**src/rtl/sale_terminal_pkg.sv**
```systemverilog
// Shared constants, price table, FSM encoding and op codes for the sale terminal basket.
package sale_terminal_pkg;

    localparam int NUM_PRODUCTS = 12;
    localparam int QTY_W        = 4;
    localparam int PRICE_W      = 8;
    localparam int TOTAL_W      = 16;
    localparam int ID_W         = 4;
    localparam int COUNT_W      = 8;
    localparam int PROD_W       = PRICE_W + QTY_W;

    localparam logic [ID_W-1:0] ID_LIMIT = ID_W'(NUM_PRODUCTS);

    // Unit price of product i is 5*(i+1)
    localparam logic [PRICE_W-1:0] PRICE_TABLE [NUM_PRODUCTS] = '{
        8'd5,  8'd10, 8'd15, 8'd20, 8'd25, 8'd30,
        8'd35, 8'd40, 8'd45, 8'd50, 8'd55, 8'd60
    };

    localparam logic OP_ADD    = 1'b0;
    localparam logic OP_REMOVE = 1'b1;

    typedef enum logic [2:0] {
        IDLE,
        CHECK,
        MUL,
        UPDATE,
        DONE,
        ERRS
    } state_t;

endpackage

```
**src/rtl/product_price_rom.sv**
```systemverilog
// Constant price lookup: product ID to unit price, zero for IDs with no slot.
module product_price_rom
    import sale_terminal_pkg::*;
(
    input  logic [ID_W-1:0]    id,
    output logic [PRICE_W-1:0] price
);

    // Walk the table so an out-of-range ID simply never matches and prices at zero
    always_comb begin
        price = '0;
        for (int i = 0; i < NUM_PRODUCTS; i++) begin
            if (id == ID_W'(i)) begin
                price = PRICE_TABLE[i];
            end
        end
    end

endmodule

```
**src/rtl/basket_controller.sv**
```systemverilog
// Basket command consumer: validates add/remove commands, multiplies unit price by
// quantity with a 4-cycle shift-add, and keeps per-product quantities and totals.
module basket_controller
    import sale_terminal_pkg::*;
(
    input  logic                    CLOCK_50,
    input  logic                    RESET,
    input  logic                    CMD_EN,
    input  logic                    CMD_OP,
    input  logic [ID_W-1:0]         PRODUCT_ID,
    input  logic [QTY_W-1:0]        PRODUCT_QTY,
    input  logic                    CLEAR,
    input  logic [ID_W-1:0]         RD_ID,
    output logic [QTY_W-1:0]        RD_QTY,
    output logic [NUM_PRODUCTS-1:0] LINE_NONEMPTY,
    output logic [COUNT_W-1:0]      ITEM_COUNT,
    output logic [TOTAL_W-1:0]      TOTAL_PRICE,
    output logic                    BUSY,
    output logic                    ACK,
    output logic                    ERR
);

    state_t             state;
    logic               op_r;
    logic [ID_W-1:0]    id_r;
    logic [QTY_W-1:0]   qty_r;
    logic [QTY_W-1:0]   qty_mem [NUM_PRODUCTS];

    logic [PROD_W-1:0]  mcand;
    logic [QTY_W-1:0]   mplier;
    logic [PROD_W-1:0]  product;
    logic [1:0]         mul_cnt;

    logic [PRICE_W-1:0] unit_price;
    logic [QTY_W-1:0]   cur_qty;
    logic [QTY_W-1:0]   rd_lookup;
    logic [QTY_W:0]     add_sum;
    logic [TOTAL_W:0]   total_sum;
    logic [QTY_W-1:0]   new_qty;
    logic               reject;

    product_price_rom u_price_rom (
        .id    (id_r),
        .price (unit_price)
    );

    // Look up the latched line and the read-port line, then precompute the guard and new quantity
    always_comb begin
        cur_qty   = '0;
        rd_lookup = '0;
        for (int i = 0; i < NUM_PRODUCTS; i++) begin
            if (id_r == ID_W'(i)) begin
                cur_qty = qty_mem[i];
            end
            if (RD_ID == ID_W'(i)) begin
                rd_lookup = qty_mem[i];
            end
        end
        add_sum   = {1'b0, cur_qty} + {1'b0, qty_r};
        total_sum = {1'b0, TOTAL_PRICE} + (TOTAL_W + 1)'(product);
        new_qty   = (op_r == OP_ADD) ? add_sum[QTY_W-1:0] : (cur_qty - qty_r);
        reject    = (id_r >= ID_LIMIT)
                 || (qty_r == '0)
                 || ((op_r == OP_ADD) && add_sum[QTY_W])
                 || ((op_r == OP_REMOVE) && (qty_r > cur_qty));
    end

    // Command FSM with inline multiplier; all basket state and handshake outputs are registered here
    always_ff @(posedge CLOCK_50) begin
        if (RESET || CLEAR) begin
            state         <= IDLE;
            op_r          <= OP_ADD;
            id_r          <= '0;
            qty_r         <= '0;
            mcand         <= '0;
            mplier        <= '0;
            product       <= '0;
            mul_cnt       <= '0;
            LINE_NONEMPTY <= '0;
            ITEM_COUNT    <= '0;
            TOTAL_PRICE   <= '0;
            BUSY          <= 1'b0;
            ACK           <= 1'b0;
            ERR           <= 1'b0;
            for (int i = 0; i < NUM_PRODUCTS; i++) begin
                qty_mem[i] <= '0;
            end
        end else begin
            case (state)
                IDLE: begin
                    ACK <= 1'b0;
                    ERR <= 1'b0;
                    if (CMD_EN) begin
                        op_r  <= CMD_OP;
                        id_r  <= PRODUCT_ID;
                        qty_r <= PRODUCT_QTY;
                        BUSY  <= 1'b1;
                        state <= CHECK;
                    end
                end
                CHECK: begin
                    if (reject) begin
                        ERR   <= 1'b1;
                        state <= ERRS;
                    end else begin
                        mcand   <= PROD_W'(unit_price);
                        mplier  <= qty_r;
                        product <= '0;
                        mul_cnt <= '0;
                        state   <= MUL;
                    end
                end
                MUL: begin
                    if (mplier[0]) begin
                        product <= product + mcand;
                    end
                    mcand   <= mcand << 1;
                    mplier  <= mplier >> 1;
                    mul_cnt <= mul_cnt + 2'd1;
                    if (mul_cnt == 2'd3) begin
                        state <= UPDATE;
                    end
                end
                UPDATE: begin
                    if ((op_r == OP_ADD) && total_sum[TOTAL_W]) begin
                        ERR   <= 1'b1;
                        state <= ERRS;
                    end else begin
                        for (int i = 0; i < NUM_PRODUCTS; i++) begin
                            if (id_r == ID_W'(i)) begin
                                qty_mem[i]       <= new_qty;
                                LINE_NONEMPTY[i] <= (new_qty != '0);
                            end
                        end
                        if (op_r == OP_ADD) begin
                            ITEM_COUNT  <= ITEM_COUNT + COUNT_W'(qty_r);
                            TOTAL_PRICE <= total_sum[TOTAL_W-1:0];
                        end else begin
                            ITEM_COUNT  <= ITEM_COUNT - COUNT_W'(qty_r);
                            TOTAL_PRICE <= TOTAL_PRICE - TOTAL_W'(product);
                        end
                        ACK   <= 1'b1;
                        state <= DONE;
                    end
                end
                DONE, ERRS: begin
                    ACK   <= 1'b0;
                    ERR   <= 1'b0;
                    BUSY  <= 1'b0;
                    state <= IDLE;
                end
                default: begin
                    state <= IDLE;
                end
            endcase
        end
    end

    // Read port follows qty[RD_ID] with one cycle of latency; cleared along with the basket
    always_ff @(posedge CLOCK_50) begin
        if (RESET || CLEAR) begin
            RD_QTY <= '0;
        end else begin
            RD_QTY <= rd_lookup;
        end
    end

endmodule
```
**config.mk**
```make
export PLATFORM = sky130hd
export DESIGN_NAME = basket_controller
export DESIGN_NICKNAME = d
export VERILOG_FILES = /design/src/rtl/sale_terminal_pkg.sv /design/src/rtl/product_price_rom.sv /design/src/rtl/basket_controller.sv
export SDC_FILE = /design/constraint.sdc
export NUM_CORES = 1
export LEC_CHECK = 0
export CORE_UTILIZATION = 60
export CTS_CLUSTER_DIAMETER = 200
export DETAILED_ROUTE_END_ITERATION = 16
export PLACE_DENSITY = 0.8
export SLEW_MARGIN = 20
export SYNTH_ARGS = -nofsm -noshare
export SYNTH_HDL_FRONTEND = slang
export SYNTH_SLANG_ARGS = --single-unit
```
**constraint.sdc**
```tcl
create_clock -name CLOCK_50 -period 4.2 [get_ports CLOCK_50]
set_clock_uncertainty 0.1 [all_clocks]
set_input_delay 0.84 -clock CLOCK_50 [delete_from_list [all_inputs] [get_ports CLOCK_50]]
set_output_delay 0.84 -clock CLOCK_50 [all_outputs]
set_load 0.005 [all_outputs]
```
# ---- Word-level counts from Yosys, hierarchy flattened
# Memories as Yosys holds them, arrays and structs flattened.
# Cells that the tools add are included.
dict set report op_classes {
  n_addsub 8
  n_lt_le_gt_ge 2
  eq_ne 35
  n_mux 134
  bitwise 14
  n_reduce_logical 38
}
# op n
set op_table {}
lappend op_table {{$mux W4} 40}
lappend op_table {{$mux W1} 67}
lappend op_table {{$pmux W12 S2} 2}
lappend op_table {{$reduce_and A3 Y1} 14}
lappend op_table {{$mux W12} 3}
lappend op_table {{$mux W6} 6}
lappend op_table {{$eq A4 B3 Y1 const B} 8}
lappend op_table {{$eq A4 B4 Y1 const B} 8}
lappend op_table {{$add A16 B12 Y17} 1}
lappend op_table {{$eq A4 B2 Y1 const B} 4}
lappend op_table {{$mux W16} 1}
lappend op_table {{$sub A16 B12 Y16} 1}
lappend op_table {{$mux W5} 3}
lappend op_table {{$ne A2 B2 Y1 const B} 7}
lappend op_table {{$add A12 B12 Y12} 1}
lappend op_table {{$logic_not A4 Y1} 3}
lappend op_table {{$mux W3} 4}
lappend op_table {{$or A1 B1 Y1} 12}
lappend op_table {{$pmux W3 S4} 1}
lappend op_table {{$reduce_and A2 Y1} 6}
lappend op_table {{$add A8 B4 Y8} 1}
lappend op_table {{$eq A4 B1 Y1 const B} 2}
lappend op_table {{$mux W8} 1}
lappend op_table {{$pmux W4 S2} 1}
lappend op_table {{other kinds (23)} 34}
dict set report word_totals {
  ff_bits 85
  ramBits 48
  in_bits 17
  output_inout_bits 43
  word_cells 258
  n_memories 1
}
# memory depth width rd rd_clocked_by_memory_dff write_ports line
set memory_table {}
lappend memory_table {qty_mem 12 4 12 0 12 basket_controller.sv:27} ;# logic [QTY_W-1:0] qty_mem [NUM_PRODUCTS];

# ---- Depth between registers and ports, before layout
# Gate-level depths: netlist (run 1).
dict set report depth {
  word_depth 19
  depth_mapped 21
  ltp_nobuf 19
}

# ---- Cells and area by module
# From an unflattened synthesis (run 1), not the netlist that was laid out.
dict set report unflattened {
  hier_cells 953
  area_unflattened_um2 8421.8
}
# module n_inst cells_each area_each_um2 seq_area_each_um2
set by_module_without_submodules {}
lappend by_module_without_submodules {basket_controller 1 931 8281.7 3143.0}
lappend by_module_without_submodules {product_price_rom 1 22 140.1 0.0}

# ---- Worst setup path before layout (run 1)
# No wires, ideal clock.
dict set report synth_timing {
  kind {flip-flop to flip-flop}
  start {register id_r[1]}
  end {register product[10]}
  setup_ns 0.125
  arrival_time_ns 3.544
  required_ns 3.975
  setup_slack_ns 0.431
  stages_incl_launch_ff 18
  n_path_buf 4
  period_less_slack_ns 3.769
  cell_sequence {dfxtp_1 > clkbuf_1 > buf_1 > mux2_2 > a22oi_1 > nor2_1 > a221oi_1 > o211ai_1 > ha_1 > o21bai_1 > a211oi_1 > a21oi_1 > a2111oi_2 > nand2_1 > clkbuf_1 > clkbuf_1 > nand4_1 > nand3_1}
}
dict set report synth_via {
  elab_chain_cells 19
  word_cells_on_any_way 34
  cone_classes {1 x add/sub; 2 x order compare; 12 x eq/ne; 12 x mux; 7 x reduce/logical}
}
# element line
set synth_lines {}
lappend synth_lines {{start: declaration} basket_controller.sv:25} ;# logic [ID_W-1:0] id_r;
lappend synth_lines {{start signal: assignment} basket_controller.sv:73} ;# id_r <= '0;
lappend synth_lines {{start signal: assignment} basket_controller.sv:95} ;# id_r <= PRODUCT_ID;
lappend synth_lines {{$logic_not A4 Y1} basket_controller.sv:52} ;# if (id_r == ID_W'(i)) begin
lappend synth_lines {{$mux W4 (12 in a row)} basket_controller.sv:52}
lappend synth_lines {{$add A4 B4 Y5} basket_controller.sv:59} ;# add_sum = {1'b0, cur_qty} + {1'b0, qty_r};
lappend synth_lines {{$logic_and A1 B1 Y1} basket_controller.sv:64} ;# || ((op_r == OP_ADD) && add_sum[QTY_W])
lappend synth_lines {{$logic_or A1 B1 Y1} basket_controller.sv:64}
lappend synth_lines {{$logic_or A1 B1 Y1 *} basket_controller.sv:65} ;# || ((op_r == OP_REMOVE) && (qty_r > cur_qty));
lappend synth_lines {{$ne A2 B2 Y1 (no source line) *} n/a}
lappend synth_lines {{$reduce_and A3 Y1 (no source line) *} n/a}
lappend synth_lines {{end signal: assignment} basket_controller.sv:115} ;# product <= product + mcand;
lappend synth_lines {{end: declaration} basket_controller.sv:31} ;# logic [PROD_W-1:0] product;
# Every way passes the cells marked *; elsewhere a longest branch is shown, timed or not.
# A chain may end at the register's enable or synchronous reset.

# ---- Worst setup path in the final report (run 1)
dict set report layout_timing {
  start {register id_r[1]}
  end {register product[11]}
}
# The elaborated chain is that of the path after synthesis.

==> results of run 1 <==
==> Yosys cell counts, drive strengths merged (9+ instances only) <==
cell type,count
nand2,105
nor2,88
a21oi,85
dfxtp,85
ha,53
clkbuf,48
edfxtp,48
o21ai,48
inv,43
nor3,35
nand3,29
a211oi,23
xnor2,18
nor2b,16
mux2i,15
o211ai,15
o31ai,15
buf,13
or3,12
a21o,11
mux4,10
and2,9
==> power by group through the flow <==
stage          sequential [mW]  combinational (mW)  clock (mW)
2_1_floorplan             1.40               0.192           0
3_3_place_gp              1.42               0.270           0
3_5_place_dp              1.42               0.275           0
4_1_cts                   1.39               0.277        1.55
5_1_grt                   1.39               0.308        1.61
6_report                  1.39               0.284        1.55
==> final cells by class <==
class,instances,area share
clock buffers,21,0.0478
repair buffers,88,0.0852
well taps,176,0.0229
inverters,43,0.0168
clock inverters,11,0.0156
multi-input cells,701,0.486
flip-flops and latches,133,0.326
==> sequential cells by signal (all words and copies together), names as in the netlist <==
signal	flops
id_r	4
mul_cnt	2
ERR	1
BUSY	1
mplier	4
qty_r	4
ITEM_COUNT	8
qty_mem	48
op_r	1
ACK	1
product	12
LINE_NONEMPTY	12
RD_QTY	4
mcand	12
TOTAL_PRICE	16
state	3
==> timing repair <==
| action | 4_1_cts | 5_1_grt |
|---|---|---|
| gates resized for setup | 0 | 5 |
| setup endpoints to repair | 0 | 44 |
| buffers inserted | 0 | 0 |
==> metal layers <==
layer,track usage,up-vias,part of all wire
met2,0.550,357,0.48
met3,0.0709,87,0.074
met4,0.155,0,0.042
met5,0,-,0
li1,-,3490,-
met1,0.429,3508,0.41
==> how the worst max path moves through the flow <==
stage	start	to	slack, ps
finish	id_r[1]	product[11]	210
global route	id_r[1]	product[11]	-0.1
CTS	id_r[0]	product[11]	180
detailed placement	id_r[0]	product[11]	200
global placement	id_r[0]	qty_mem[2][3]	330
floorplan	id_r[1]	product[10]	430
==> critical path: stages (launching register included) <==
cell	delay (ps)
dfxtp_1	580
buf_4	240
mux4_2	290
a221oi_1	420
o211ai_1	230
ha_1	410
o21bai_1	100
a211oi_1	220
a21oi_1	110
a2111oi_4	340
nand2_1	130
buf_4	230
nand2_1	180
nand4_1	120
a31oi_1	200
==> kinds of logic (layout without fill, tap and decap cells) <==
logic type	Yosys count	count (layout)	synth area share
fa+ha+maj	59	59	0.0957
flops	133	133	0.384
buf+inv	104	163	0.0497
compound gates	260	260	0.207
xor+xnor	23	23	0.0246
simple gates	329	329	0.186
mux	30	30	0.0528
==> through the flow <==
step,std cells,TNS (ps)
after floorplan,938,0
after global placement,1141,0
after detailed placement,1141,0
after CTS,1173,0
after global routing,1173,-0.121
final,1173,0
==> flow_summary.ini, run 1 <==
[timing]
tightest_slew_ps = 1120
maxSlewViolCount = 0
finalSetupViolCount = 0
fin_crit_ps = 3990
period_share = 0.951
finalHoldViolations = 0
worst_hold_slack_ps = 370
finalWorstSetupSlack_ps = 207
fmax_mhz = 250
maxSlewHeadroom = 0.255

[critical_path]
cp.arrival_ps = 4230
worstSetupPathType = reg2reg
r2r-end = product[11]
reg2reg_slack_ps = 210
required_ps = 4440
cp-end-kind = flip-flop
path_max_fanout = 19
start_kind = flip-flop
rr_worst_depth = 14
regToRegStartpoint = id_r[1]

[logic_synthesis]
synth_ff_type = dfxtp_1
yosys_warnings = 0
ys_seq_area_frac = 0.384
yosys.area.top_type = dfxtp_1
synth_fp_nets = 1014
synth_area_mm2 = 0.00818
synthCells = 938
async_flop_share = 0
synth_edf_count = 48
ys_types = 66
postSynthAreaPerCell_um2 = 8.72
synthTopCellsByArea = dfxtp_1 21%, edfxtp_1 18%, ha_1 8.1%, a21oi_1 5.2%, nand2_1 4.8%
synth-seq-cells = 133
yosys.area.top_type_share = 0.208

[cells_and_area]
fin_util = 0.725
final_common_cell = nand2_1
fin_nets = 1060
most-common-layout-cells = 104 x nand2_1, 85 x nor2_1, 85 x a21oi_1, 84 x dfxtp_1, 59 x clkdlybuf4s50_1
seq_area_mm2 = 0.00314
multi_input_area_mm2 = 0.00468
stdcell_area_mm2 = 0.00964
diodes = 0
fillCellCount = 1022
drive_gt1_frac = 0.0953
area_growth_pct = 17.8

[pwr]
p_leak_nw = 3.61
power_density_mw_per_mm2 = 334
power_mw = 3.22
p_sw_frac = 0.240
comb_power_share = 0.088
pwr-share-clk = 0.480
power.switching_mw = 0.774
intPower_mw = 2.45
power_frac_seq = 0.432
peakVddDrop_mv = 0.274

[drt]
drc = 0
wirelength_um = 22900
viasPerCell = 6.34
dr.pass1.iters = 5
avgRoutedWirePerCell_um = 19.6
drtAntennaViolNets = 0
initialDrtViolationCount = 745
vias = 7442

[placement]
gp_congestion = 0.967
dp_hpwl_um = 16400
place_ws_ps = 196
place_area_mm2 = 0.00900
io_buffers = 59

[grt]
gr-usage-all-layers = 0.338
grt_pass1_wl_um = 37000
first_global_vias = 7133
grt_overflow = 0
grt_max_degree = 50
antenna_found_initial = 0

[floorplan]
fp.dieH_um = 119
rows = 42
die_w_um = 119
die_area_mm2 = 0.0141
start_util = 0.615
core-area_mm2 = 0.0133
io_pins = 60

[clock_network]
ctsHoldBuffers = 0
clk_pin_slew_ps = 60
cts_root_buf = clkbuf_16
cts_max_level = 4
clk_latency_ps = 420
clk_path_buf_depth = 2
cts_tree = built
cts_inserted_buffers = 17
cts.sinks = 133

[worst_hold_path]
min-delay-start = LINE_NONEMPTY[11]
hold_end = LINE_NONEMPTY[11]
min_path_cells = 2
min_path_type = reg2reg

[status]
status = finished, final reports clean

[run]
maxCapViolCount = 0
Note: power is estimated with default switching activity, not from simulation.
==> run 2: changes to the inputs <==
--- a/config.mk
+++ b/config.mk
@@ -5,10 +5,12 @@
 export SDC_FILE = /design/constraint.sdc
 export NUM_CORES = 1
 export LEC_CHECK = 0
+export ABC_AREA = 1
 export CORE_UTILIZATION = 60
 export CTS_CLUSTER_DIAMETER = 200
 export DETAILED_ROUTE_END_ITERATION = 16
 export PLACE_DENSITY = 0.8
+export SKIP_CTS_REPAIR_TIMING = 1
 export SLEW_MARGIN = 20
 export SYNTH_ARGS = -nofsm -noshare
 export SYNTH_HDL_FRONTEND = slang
==> run 2 against run 1 <==
Net effect: utilization hardly changed; first-iteration DRC count is 50% higher; worst hold slack worse by 3.5 ps; final area is 1.5% higher; via count is 13% higher; combinational power is 21% higher; setup slack better by 150 ps; non-clock buffer count is 23 lower; global-route usage is 0.59 points lower; critical endpoint is now mul_cnt[1]; largest power group unchanged.
==> flow_summary.ini, run 2 <==
[cells_and_area]
seq_area_mm2 = 0.00314
largest_register = qty_mem
multi_input_area_mm2 = 0.00465
final_common_cell = nand2_1
diodes = 0
largest_reg_flops = 48
most-common-layout-cells = 322 x nand2_1, 172 x nor2_1, 128 x inv_1, 112 x a21oi_1, 89 x o21ai_0
drive_gt1_frac = 0.0467
area_growth_pct = 15.8
top_regs = qty_mem: 48 flops, TOTAL_PRICE: 16 flops
fin_nets = 1348
fillCellCount = 1138

[critical_path]
critical_path_buf_inv_count = 6
cp_top_family = simple AND/OR/NAND/NOR gates
slowest_stage = dfxtp_1
startpoint = id_r[2]
required_ps = 4460
cp-end-kind = flip-flop
start_kind = flip-flop
slowest_delay_ps = 400
regToRegStartpoint = id_r[2]
cp.arrival_ps = 4100
worstSetupPathType = reg2reg
path_common_cell = nand2_1
path_max_fanout = 16

[drt]
drtAntennaViolNets = 0
dr.pass1.iters = 6
drc = 0
avgRoutedWirePerCell_um = 15.9
wirelength_um = 23200
initialDrtViolationCount = 1114
vias = 8414
viasPerCell = 5.76

[floorplan]
fp.dieH_um = 121
core-area_mm2 = 0.0135
die_w_um = 121
die_area_mm2 = 0.0146
start_util = 0.626
rows = 42
io_pins = 60

[worst_hold_path]
min-delay-start = mplier[3]
min_path_type = reg2reg

[pwr]
p_sw_frac = 0.265
intPower_mw = 2.44
peakVddDrop_mv = 0.275
p_leak_nw = 4.27
pwr-share-clk = 0.477
power_frac_seq = 0.420
power_mw = 3.32
power.switching_mw = 0.881
comb_power_share = 0.104
power_density_mw_per_mm2 = 339

[logic_synthesis]
synth_edf_count = 48
synthTopCellsByArea = dfxtp_1 20%, edfxtp_1 17%, nand2_1 14%, nor2_1 7.9%, ha_1 7.8%
synth_fp_nets = 1297
yosys.area.top_type_share = 0.201
synth-seq-cells = 133
postSynthAreaPerCell_um2 = 6.92
yosys-top-cells-count = 322 x nand2_1, 178 x nor2_1, 129 x inv_1, 112 x a21oi_1, 89 x o21ai_0
synth_most_common_cell = nand2_1
ys_seq_area_frac = 0.372
async_flop_share = 0
synth_ff_type = dfxtp_1
yosys.area.top_type = dfxtp_1
yosys_warnings = 0
synth_area_mm2 = 0.00845
synthCells = 1221
ys_types = 38

[grt]
grt_pass1_wl_um = 37300
grt_max_degree = 61
gr-usage-all-layers = 0.332
grt_overflow = 0
first_global_vias = 7496
antenna_found_initial = 0

[placement]
gp_congestion = 0.950
io_buffers = 59
dp_hpwl_um = 16700

[timing]
fmax_mhz = 260
maxSlewHeadroom = 0.531
finalHoldViolations = 0
rsz0062_at_grt = no
period_share = 0.914
maxSlewViolCount = 0
fin_crit_ps = 3840
setup_tns_ps = 0
tightest_slew_ps = 703
finalSetupViolCount = 0

[status]
status = finished, final reports clean

[clock_network]
clk_pin_slew_ps = 60
clk_path_buf_depth = 2
clk_latency_ps = 440
cts.sinks = 133
cts_root_buf = clkbuf_16
cts_tree = built
cts_max_level = 4
cts_inserted_buffers = 17

[run]
maxCapViolCount = 0
## run 2: cell count changes after synthesis, sizes merged, moves of 28 or more
| cell | previous run | this run |
|---|---|---|
| nor2 | 88 | 179 |
| o21ai | 48 | 91 |
| nand3 | 29 | 70 |
| a21oi | 85 | 113 |
| inv | 43 | 134 |
| nand2 | 105 | 324 |
## run 2: through the flow
step | hold WS, ps | setup WS [ps] | area [um^2] | std cells | util
after floorplan | 333 | 1110 | 8450 | 1221 | -
after global placement | 351 | 524 | 9140 | 1428 | 0.677
after CTS | 365 | 236 | 9760 | 1460 | 0.723
after global routing | 382 | 5.84 | 9780 | 1461 | 0.724
after detailed placement | 356 | 345 | 9140 | 1428 | 0.677
final | 367 | 360 | 9780 | 1461 | 0.724
## run 2: cells by family after synthesis
logic type | Yosys count | share of synthesized area
buffers and inverters | 171 | 0.0805
AOI/OAI and AO/OA | 232 | 0.145
adders and majority gates | 59 | 0.0927
DFF | 133 | 0.372
and+or+nand+nor | 608 | 0.292
xor gates and xnor gates | 18 | 0.0187
## run 2: final cells by class
| class | count | share of cell area |
|---|---|---|
| clock buffers | 19 | 0.0453 |
| clock inverters | 13 | 0.0175 |
| well taps | 176 | 0.0225 |
| multi-input cells | 917 | 0.475 |
| flip-flops and latches | 133 | 0.321 |
| repair buffers | 65 | 0.0650 |
| inverters | 138 | 0.0533 |
## run 2: worst register-to-register path: cells and delay by family, from the launching register on
kind / cells / cell delay (ps)
adders and majority gates: 2 / 500
AOI/OAI and AO/OA: 5 / 670
and+or+nand+nor: 12 / 1440
DFF: 1 / 400
buffers and inverters: 6 / 650
## run 2: metal layers
layer,global-route usage,up-vias,wire length [um],share of wire
li1,-,4107,-,-
met1,0.469,3816,10500,0.45
met2,0.502,434,10000,0.43
met5,0,-,0,0
met4,0.109,0,439,0.019
met3,0.0722,57,2300,0.099
## run 2: power groups by stage
stage / Clock, mW / Sequential, mW / Combinational [mW]
floorplan: 0 / 1.41 / 0.235
global placement: 0 / 1.42 / 0.322
detailed placement: 0 / 1.42 / 0.329
CTS: 1.58 / 1.39 / 0.333
global route: 1.64 / 1.39 / 0.383
finish: 1.58 / 1.39 / 0.344
## run 2: path summary, 6_finish.rpt
| kind | endpoint | slack, ps | depth (start not counted) |
|---|---|---|---|
| max | mul_cnt[1] | 360 | 25 |
| min | mplier[3] | 370 | 2 |
| max reg2reg | mul_cnt[1] | 360 | 25 |
| min reg2reg | mplier[3] | 370 | 2 |
